===== config.mk =====
export PLATFORM = sky130hd
export DESIGN_NAME = instr_fetch_unit
export DESIGN_NICKNAME = d
export VERILOG_FILES = /design/src/rtl/kgp_risc_pkg.sv /design/src/rtl/ifu_skid_buf.sv /design/src/rtl/instr_fetch_unit.sv
export SDC_FILE = /design/constraint.sdc
export NUM_CORES = 1
export LEC_CHECK = 0
export ABC_CLOCK_PERIOD_IN_PS = 4200
export BUFFER_PORTS_ARGS = -buffer_cell sky130_fd_sc_hd__buf_2
export CORE_MARGIN = 8
export CORE_UTILIZATION = 45
export DETAILED_ROUTE_END_ITERATION = 8
export PLACE_DENSITY_LB_ADDON = 0.2
export SYNTH_ARGS = -nofsm -noshare
export SYNTH_HDL_FRONTEND = slang
export SYNTH_SLANG_ARGS = --single-unit

===== constraint.sdc =====
create_clock -name clka -period 4.2 [get_ports clka]
set_clock_uncertainty 0.1 [all_clocks]
set_input_delay 0 -clock clka [delete_from_list [all_inputs] [get_ports clka]]
set_output_delay 0 -clock clka [all_outputs]
set_load 0.01 [all_outputs]

===== src/rtl/kgp_risc_pkg.sv =====
// Shared constants and fetch-state encodings for the KGP-RISC core.
// The HALT opcode only matters when IFU_HALT_EN is defined.
package kgp_risc_pkg;

   localparam int unsigned IFU_ADDR_W = 5;
   localparam int unsigned IFU_DATA_W = 32;

   localparam logic [5:0] OPC_HALT = 6'b111111;

   typedef enum logic [1:0] {
      ST_WAIT = 2'd0,
      ST_RUN  = 2'd1,
      ST_HALT = 2'd2
   } fetch_state_e;

endpackage


===== src/rtl/ifu_skid_buf.sv =====
// One-entry holding register (instruction + PC) behind the fetch output register.
// Flush wins over load; load wins over drain so a drain and refill can share a cycle.
module ifu_skid_buf
   import kgp_risc_pkg::*;
#(
   parameter int unsigned ADDR_W = IFU_ADDR_W,
   parameter int unsigned DATA_W = IFU_DATA_W
) (
   input  logic              clka,
   input  logic              rsta_n,
   input  logic              load_i,
   input  logic              drain_i,
   input  logic              flush_i,
   input  logic [DATA_W-1:0] data_i,
   input  logic [ADDR_W-1:0] pc_i,
   output logic              valid_o,
   output logic [DATA_W-1:0] data_o,
   output logic [ADDR_W-1:0] pc_o
);

   logic              valid_q, valid_d;
   logic [DATA_W-1:0] data_q, data_d;
   logic [ADDR_W-1:0] pc_q, pc_d;

   always_comb begin
      valid_d = valid_q;
      data_d  = data_q;
      pc_d    = pc_q;
      if (flush_i) begin
         valid_d = 1'b0;
      end else if (load_i) begin
         valid_d = 1'b1;
         data_d  = data_i;
         pc_d    = pc_i;
      end else if (drain_i) begin
         valid_d = 1'b0;
      end
   end

   always_ff @(posedge clka or negedge rsta_n) begin
      if (!rsta_n) begin
         valid_q <= 1'b0;
         data_q  <= '0;
         pc_q    <= '0;
      end else begin
         valid_q <= valid_d;
         data_q  <= data_d;
         pc_q    <= pc_d;
      end
   end

   assign valid_o = valid_q;
   assign data_o  = data_q;
   assign pc_o    = pc_q;

endmodule


===== src/rtl/instr_fetch_unit.sv =====
// KGP-RISC fetch stage: drives the instruction BRAM, absorbs its 1-cycle read latency and
// presents instructions over valid/ready. Optional HALT stop is enabled by IFU_HALT_EN.
module instr_fetch_unit
   import kgp_risc_pkg::*;
#(
   parameter int unsigned ADDR_W   = IFU_ADDR_W,
   parameter int unsigned DATA_W   = IFU_DATA_W,
   parameter int unsigned RESET_PC = 0
) (
   input  logic              clka,
   input  logic              rsta_n,
   output logic              mem_en,
   output logic [ADDR_W-1:0] mem_addr,
   input  logic [DATA_W-1:0] mem_dout,
   input  logic              redirect_valid,
   input  logic [ADDR_W-1:0] redirect_pc,
   output logic              instr_valid,
   input  logic              instr_ready,
   output logic [DATA_W-1:0] instr,
   output logic [ADDR_W-1:0] instr_pc,
   output logic              halted
);

   localparam logic [ADDR_W-1:0] RstPc = ADDR_W'(RESET_PC);

   fetch_state_e      st_q, st_d;
   logic [ADDR_W-1:0] pc_q, pc_d;
   logic              ifl_q, ifl_d;
   logic [ADDR_W-1:0] ifl_pc_q, ifl_pc_d;
   logic              ov_q, ov_d;
   logic [DATA_W-1:0] instr_q, instr_d;
   logic [ADDR_W-1:0] ipc_q, ipc_d;

   logic              skid_valid, skid_load, skid_drain, skid_flush;
   logic [DATA_W-1:0] skid_data;
   logic [ADDR_W-1:0] skid_pc;
   logic              out_free, issue;
   logic [1:0]        occ;
`ifdef IFU_HALT_EN
   logic              halt_cap;
`endif

   // Outstanding work downstream of the BRAM; at most two slots can absorb returns.
   always_comb begin
      occ   = {1'b0, ov_q & ~instr_ready} + {1'b0, skid_valid} + {1'b0, ifl_q};
      issue = (st_q == ST_RUN) && !redirect_valid && (occ < 2'd2);
   end

   always_comb begin
      st_d       = st_q;
      pc_d       = pc_q;
      ifl_d      = 1'b0;
      ifl_pc_d   = ifl_pc_q;
      ov_d       = ov_q;
      instr_d    = instr_q;
      ipc_d      = ipc_q;
      skid_load  = 1'b0;
      skid_drain = 1'b0;
      skid_flush = 1'b0;
      out_free   = ~ov_q | instr_ready;
`ifdef IFU_HALT_EN
      halt_cap   = 1'b0;
`endif
      if (redirect_valid) begin
         // Clearing ifl_q squashes any return arriving this cycle.
         st_d       = ST_RUN;
         pc_d       = redirect_pc;
         ov_d       = 1'b0;
         skid_flush = 1'b1;
      end else begin
         if (st_q == ST_WAIT) begin
            st_d = ST_RUN;
         end
         if (out_free) begin
            if (skid_valid) begin
               ov_d       = 1'b1;
               instr_d    = skid_data;
               ipc_d      = skid_pc;
               skid_drain = 1'b1;
               skid_load  = ifl_q;
            end else if (ifl_q) begin
               ov_d    = 1'b1;
               instr_d = mem_dout;
               ipc_d   = ifl_pc_q;
            end else begin
               ov_d = 1'b0;
            end
         end else if (ifl_q) begin
            skid_load = 1'b1;
         end
         if (issue) begin
            pc_d     = pc_q + 1'b1;
            ifl_d    = 1'b1;
            ifl_pc_d = pc_q;
         end
`ifdef IFU_HALT_EN
         // HALT itself is delivered; everything younger is dropped.
         halt_cap = out_free && (skid_valid || ifl_q) && (instr_d[31:26] == OPC_HALT);
         if (halt_cap) begin
            st_d       = ST_HALT;
            ifl_d      = 1'b0;
            skid_flush = 1'b1;
         end
`endif
      end
   end

   always_ff @(posedge clka or negedge rsta_n) begin
      if (!rsta_n) begin
         st_q     <= ST_WAIT;
         pc_q     <= RstPc;
         ifl_q    <= 1'b0;
         ifl_pc_q <= '0;
         ov_q     <= 1'b0;
         instr_q  <= '0;
         ipc_q    <= '0;
      end else begin
         st_q     <= st_d;
         pc_q     <= pc_d;
         ifl_q    <= ifl_d;
         ifl_pc_q <= ifl_pc_d;
         ov_q     <= ov_d;
         instr_q  <= instr_d;
         ipc_q    <= ipc_d;
      end
   end

   ifu_skid_buf #(
      .ADDR_W (ADDR_W),
      .DATA_W (DATA_W)
   ) u_skid (
      .clka    (clka),
      .rsta_n  (rsta_n),
      .load_i  (skid_load),
      .drain_i (skid_drain),
      .flush_i (skid_flush),
      .data_i  (mem_dout),
      .pc_i    (ifl_pc_q),
      .valid_o (skid_valid),
      .data_o  (skid_data),
      .pc_o    (skid_pc)
   );

   assign mem_en      = issue;
   assign mem_addr    = pc_q;
   assign instr_valid = ov_q;
   assign instr       = instr_q;
   assign instr_pc    = ipc_q;
`ifdef IFU_HALT_EN
   assign halted      = (st_q == ST_HALT);
`else
   assign halted      = 1'b0;
`endif

endmodule


After elaboration in Yosys (flattened, before gate mapping) --
Cells that the tools add are included.
Storage, ports and cells: flip-flop bits (word level) 89, input bits 41, output and inout port bits 45, logic and storage cells 57
Operators by class: add/subtract/negate cells 3, magnitude comparators 1, eq/ne operators 1, multiplexer cells 24, bitwise gates (word level) 6, reductions and logical operators 12
Operators with widths (number):
- $mux W32 | 2
- $mux W5 | 4
- $mux W1 | 16
- $reduce_bool A2 Y1 | 4
- $add A5 B1 Y5 const B | 1
- $mux W2 | 2
- $not A1 Y1 | 4
- $reduce_and A2 Y1 | 2
- $reduce_and A3 Y1 | 1
- $reduce_bool A3 Y1 | 1
- $add A1 B1 Y2 | 1
- $add A2 B1 Y2 | 1
- $eq A2 B1 Y1 const B | 1
- $logic_and A1 B1 Y1 | 2
- $logic_not A2 Y1 | 1
- $lt A2 B2 Y1 const B | 1
- $and A1 B1 Y1 | 1
- $logic_not A1 Y1 | 1
- $or A1 B1 Y1 | 1

Longest topological paths before layout --
depth after elaboration 8, gate-level depth with buffers 7, mapped depth without buffers 4

Hierarchy --
Synthesis repeated with hierarchy kept, for this count alone.
Unflattened totals: cell total of the unflattened synthesis 260, area, all modules 4047.6 µm²
Modules (own cells, without submodules):
- instr_fetch_unit | instances 1, cells an instance 177, area an instance 2458.6 µm², seq. area each 1251.2 µm²
- ifu_skid_buf | instances 1, cells an instance 83, area an instance 1589.0 µm², seq. area each 950.9 µm²

Worst setup path after synthesis --
Ideal clock, no wire load.
path type flip-flop to flip-flop, from register ov_q (netlist: instr_valid), to register ifl_pc_q[0], setup time 0.125 ns, arrival 1.587 ns, required time 3.975 ns, slack 2.388 ns, stages on the path, launching flop included 5, buffers on the path 0, period minus slack after synthesis 1.812 ns, path through dfrtp_1 nor2b_4 maj3_2 nor3b_4 mux2_2
On the way: word-level cells in the longest chain between the ends 6
Ends and longest elaborated chain:
- start: declaration | RTL line instr_fetch_unit.sv:30 | logic ov_q, ov_d;
- start signal: assignment | RTL line instr_fetch_unit.sv:122 | ov_q <= ov_d;
- $and A1 B1 Y1 | RTL line instr_fetch_unit.sv:45 | occ = {1'b0, ov_q & ~instr_ready} + {1'b0, skid_valid} + {1'b0, ifl_q};
- $add A1 B1 Y2 | RTL line instr_fetch_unit.sv:45
- $add A2 B1 Y2 | RTL line instr_fetch_unit.sv:45
- $lt A2 B2 Y1 | RTL line instr_fetch_unit.sv:46 | issue = (st_q == ST_RUN) && !redirect_valid && (occ < 2'd2);
- $logic_and A1 B1 Y1 | RTL line instr_fetch_unit.sv:46
- via mem_en | RTL line instr_fetch_unit.sv:12 | output logic mem_en,
- $reduce_and A2 Y1 (no line)
- end signal: assignment | RTL line instr_fetch_unit.sv:121 | ifl_pc_q <= ifl_pc_d;
- end: declaration | RTL line instr_fetch_unit.sv:29 | logic [ADDR_W-1:0] ifl_pc_q, ifl_pc_d;
The timed path passes the listed nets, and every way through them passes these cells. A chain may end at the register's enable or synchronous reset.

Worst setup path after layout --
from register u_skid.valid_q (netlist: u_skid.valid_o), to register instr_q[15] (netlist: instr[15])
On the way: word-level cells in the longest chain between the ends 2, elaborated cells between the ends (all ways) 3, classes of those cells mux: 1; reduce/logical: 2
Ends and longest elaborated chain:
- start: declaration | RTL line ifu_skid_buf.sv:21 | logic valid_q, valid_d;
- start signal: assignment | RTL line ifu_skid_buf.sv:46 | valid_q <= valid_d;
- $reduce_bool A2 Y1 (no line)
- $reduce_and A3 Y1 (no line)
- end signal: assignment | RTL line instr_fetch_unit.sv:123 | instr_q <= instr_d;
- end: declaration | RTL line instr_fetch_unit.sv:31 | logic [DATA_W-1:0] instr_q, instr_d;
Several ways; a longest one is shown, not always the timed one.

==> flow_summary_export.csv <==
group,metric,value,unit
synth,synth_top_area_share,0.592,
sta,hold_viol_final,0,
sta,fin_crit_sh,0.569,
worst_setup_path,crit_arrival,2560,ps
routing,routed_wl,7790,um
floorplanning,floorplan.initialDensity,0.459,
synth,syn-cell-area,0.00372,sq mm
worst_setup_path,r2r_start,"u_skid.valid_o$_DFFE_PN0P_",
worst_setup_path,slowest_delay,700,ps
sta,rsz0062_at_grt,"false",
global_routing,grt_pass1_wl,13400,um
pwr,leakagePower,0.00216,uW
run_status,status,"completed",
routing,route.detailed.drc,0,
floorplanning,rows,33,
worst_setup_path,cp-end-kind,"register",
synth,yosys_register_bits,88,
clocking,cts_resized,0,
place,port_buffers,84,
worst_setup_path,path_class,"reg -> reg",
final_layout,antenna_cells,0,
routing,drtPass1Iterations,4,
pwr,vdd_drop_max,0.186,mV
worst_setup_path,r2r_slack,1810,ps
run,cap_violations,0,
place,dp_hpwl,5080,um
worst_setup_path,critPathTopFamily,"buffers and inverters",
worst_setup_path,r2r_end,"instr[15]$_DFFE_PN0P_",
routing,drt-initial-drc-count,86,
synth,synth_warnings,0,
synth,synthCells,296,
clocking,clk_pin_slew_worst_paths,90,ps
sta,finalSetupViolCount,0,
synth,synth_top_cell_by_area,"dfrtp_1",
clocking,insertion_delay,340,ps
clocking,postCtsSetupRepairBufs,0,
worst_setup_path,ff2ff_path_depth,6,
place,place_area,0.00422,sq mm
global_routing,grt_max_degree,75,
routing,met2WireLength,3790,um
synth,synth_nets,338,
final_layout,design_area,0.00485,sq mm
floorplanning,die_y,107,um
worst_setup_path,worstPathRequired,4370,ps
worst_setup_path,cp_max_fo,74,
routing,wl_met3,421,um
floorplanning,die_area,0.0114,sq mm
clocking,cts_sinks,88,
synth,syn_avg_cell_area,12.6,sq um
final_layout,final_nets,460,
clocking,clock_path_buffers,2,
final_layout,drive_above_1_share,0.355,
clocking,clockRootBuffer,"clkbuf_8",
final_layout,final_common_cell,"dfrtp_1",
place,gp_congestion,0.696,
global_routing,track_usage,0.145,
worst_setup_path,cp_slowest_cell,"dfrtp_2",
floorplanning,core_area,0.00809,sq mm
sta,drv_slew,0,
routing,highest-signal-layer,"met4",
worst_setup_path,worstPathCellList,"buf_4 -> nor2_1 -> nor3_2 -> buf_4 -> nor2_1 -> a21oi_1",
clocking,cts-buffers-inserted,9,
worst_setup_path,path_buf_inv,2,
sta,max-slew-margin-rel,0.544,
synth,synth_seq_area_share,0.592,
sta,period_needed,2390,ps
sta,max_slew.worst_pin.slew,683,ps
routing,wl_met1,3450,um
pwr,p_per_area,436,mW/mm^2
global_routing,grt_pass1_vias,2773,
sta,setup_ws,1810,ps
worst_hold_path,holdCritPathClass,"in -> async",
floorplanning,dieWidth,107,um
global_routing,antenna_found_initial,0,
routing,via_per_inst,4.90,
clocking,htree_levels,3,
routing,num_vias,2586,
sta,tns,0,ps
routing,final_antenna_net_count,0,
final_layout,final_cell_mix,"dfrtp_1, buf_2, mux2_2, nor2_1, dlygate4sd3_1",
final_layout,synthToLayoutAreaGrowth,30.5,%
floorplanning,pin_count,86,
sta,fmax,418,MHz
global_routing,gr-total-overflow,0,
worst_setup_path,critical_path.startpoint_type,"register",
synth,synthTopCellsByArea,"dfrtp_1, mux2_2, mux2i_1",
synth,synth_cell_types,30,
clocking,cts_tree,"built",
routing,wire_per_inst,14.8,um
place,dp_slack,1770,ps
logic make-up (layout without fill, tap and decap cells):
family | Yosys count | count (layout) | synth area share
AOI/OAI and AO/OA | 46 | 46 | 0.0677
adders and majority gates | 2 | 2 | 0.00639
buffers and inverters | 20 | 147 | 0.0276
DFF | 88 | 88 | 0.592
muxes | 79 | 79 | 0.227
other | 2 | 2 | 0.00202
and+or+nand+nor | 59 | 59 | 0.0771
how the worst max path moves through the flow:
stage	start	cells past startpoint	to	slack [ps]
after global routing	u_skid.valid_o$_DFFE_PN0P_	6	instr[14]$_DFFE_PN0P_	1530
after CTS	u_skid.valid_o$_DFFE_PN0P_	6	instr[11]$_DFFE_PN0P_	1760
after detailed placement	u_skid.valid_o$_DFFE_PN0P_	6	instr[24]$_DFFE_PN0P_	1770
final	u_skid.valid_o$_DFFE_PN0P_	6	instr[15]$_DFFE_PN0P_	1810
after floorplan	instr_valid$_DFFE_PN0P_	4	ifl_pc_q[0]$_DFFE_PN0P_	2390
after global placement	u_skid.valid_o$_DFFE_PN0P_	6	instr[23]$_DFFE_PN0P_	1840
worst register-to-register path: stages, from the launching register on:
cell,delay (ps)
dfrtp_2,700
buf_4,460
nor2_1,110
nor3_2,110
buf_4,580
nor2_1,130
a21oi_1,140
synth_stat cells:
cell type / number
nand2b_1: 1
nor3b_1: 1
o211ai_2: 1
buf_4: 1
nor2b_4: 1
nor2_1: 42
nor3b_4: 1
and2_1: 1
buf_2: 13
ha_1: 1
nor4bb_1: 1
nand4_1: 2
mux2_2: 42
nor4b_1: 1
nand2_1: 1
nor2b_1: 2
clkbuf_1: 1
conb_1: 2
or3_1: 3
mux2i_1: 37
buf_6: 1
clkinv_1: 1
buf_1: 3
nor3_1: 2
a31oi_1: 3
dfrtp_1: 88
maj3_2: 1
o21ai_0: 3
a221o_1: 2
a21oi_1: 37
layer usage:
layer,vias up,track usage
met2,54,0.237
met1,1241,0.177
met3,12,0.0390
met5,-,0
met4,0,0.0643
li1,1279,-
repair_timing:
| item | 4_1_cts | 5_1_grt |
|---|---|---|
| hold buffers | 42 | 0 |
| endpoints found under the hold margin | 112 | 0 |
| setup endpoints to repair | 0 | 0 |
per-stage QoR:
stage,std cells,total power (uW),utilization,hold WS (ps)
after global placement,470,1470,0.521,-79.5
after CTS,528,2150,0.599,73.4
after detailed placement,470,1480,0.521,-79.8
after global routing,528,2250,0.599,101
after floorplan,296,1310,-,-396
final,528,2110,0.599,65.0
report_power, final:
| part | internal [uW] | switching (uW) | total, uW |
|---|---|---|---|
| Clock | 336 | 290 | 626 |
| Sequential | 1000 | 85.7 | 1090 |
| Combinational | 211 | 187 | 398 |
layout make-up:
type | instances | area (sq um)
timing repair buffer | 130 | 873
tap | 105 | 131
clock inverter | 5 | 81.3
clock buffer | 11 | 131
multi-input combinational | 188 | 1430
sequential | 88 | 2200
inverter | 1 | 3.75
fill | 704 | 3240
flip-flops by register name, indices dropped and copies added (netlist names):
register / flops
ifl_pc_q: 5
ifl_q: 1
instr: 32
instr_pc: 5
instr_valid: 1
mem_addr: 5
st_q: 1
u_skid.data_o: 32
u_skid.pc_o: 5
u_skid.valid_o: 1
Power figures use the tool's default switching activity.
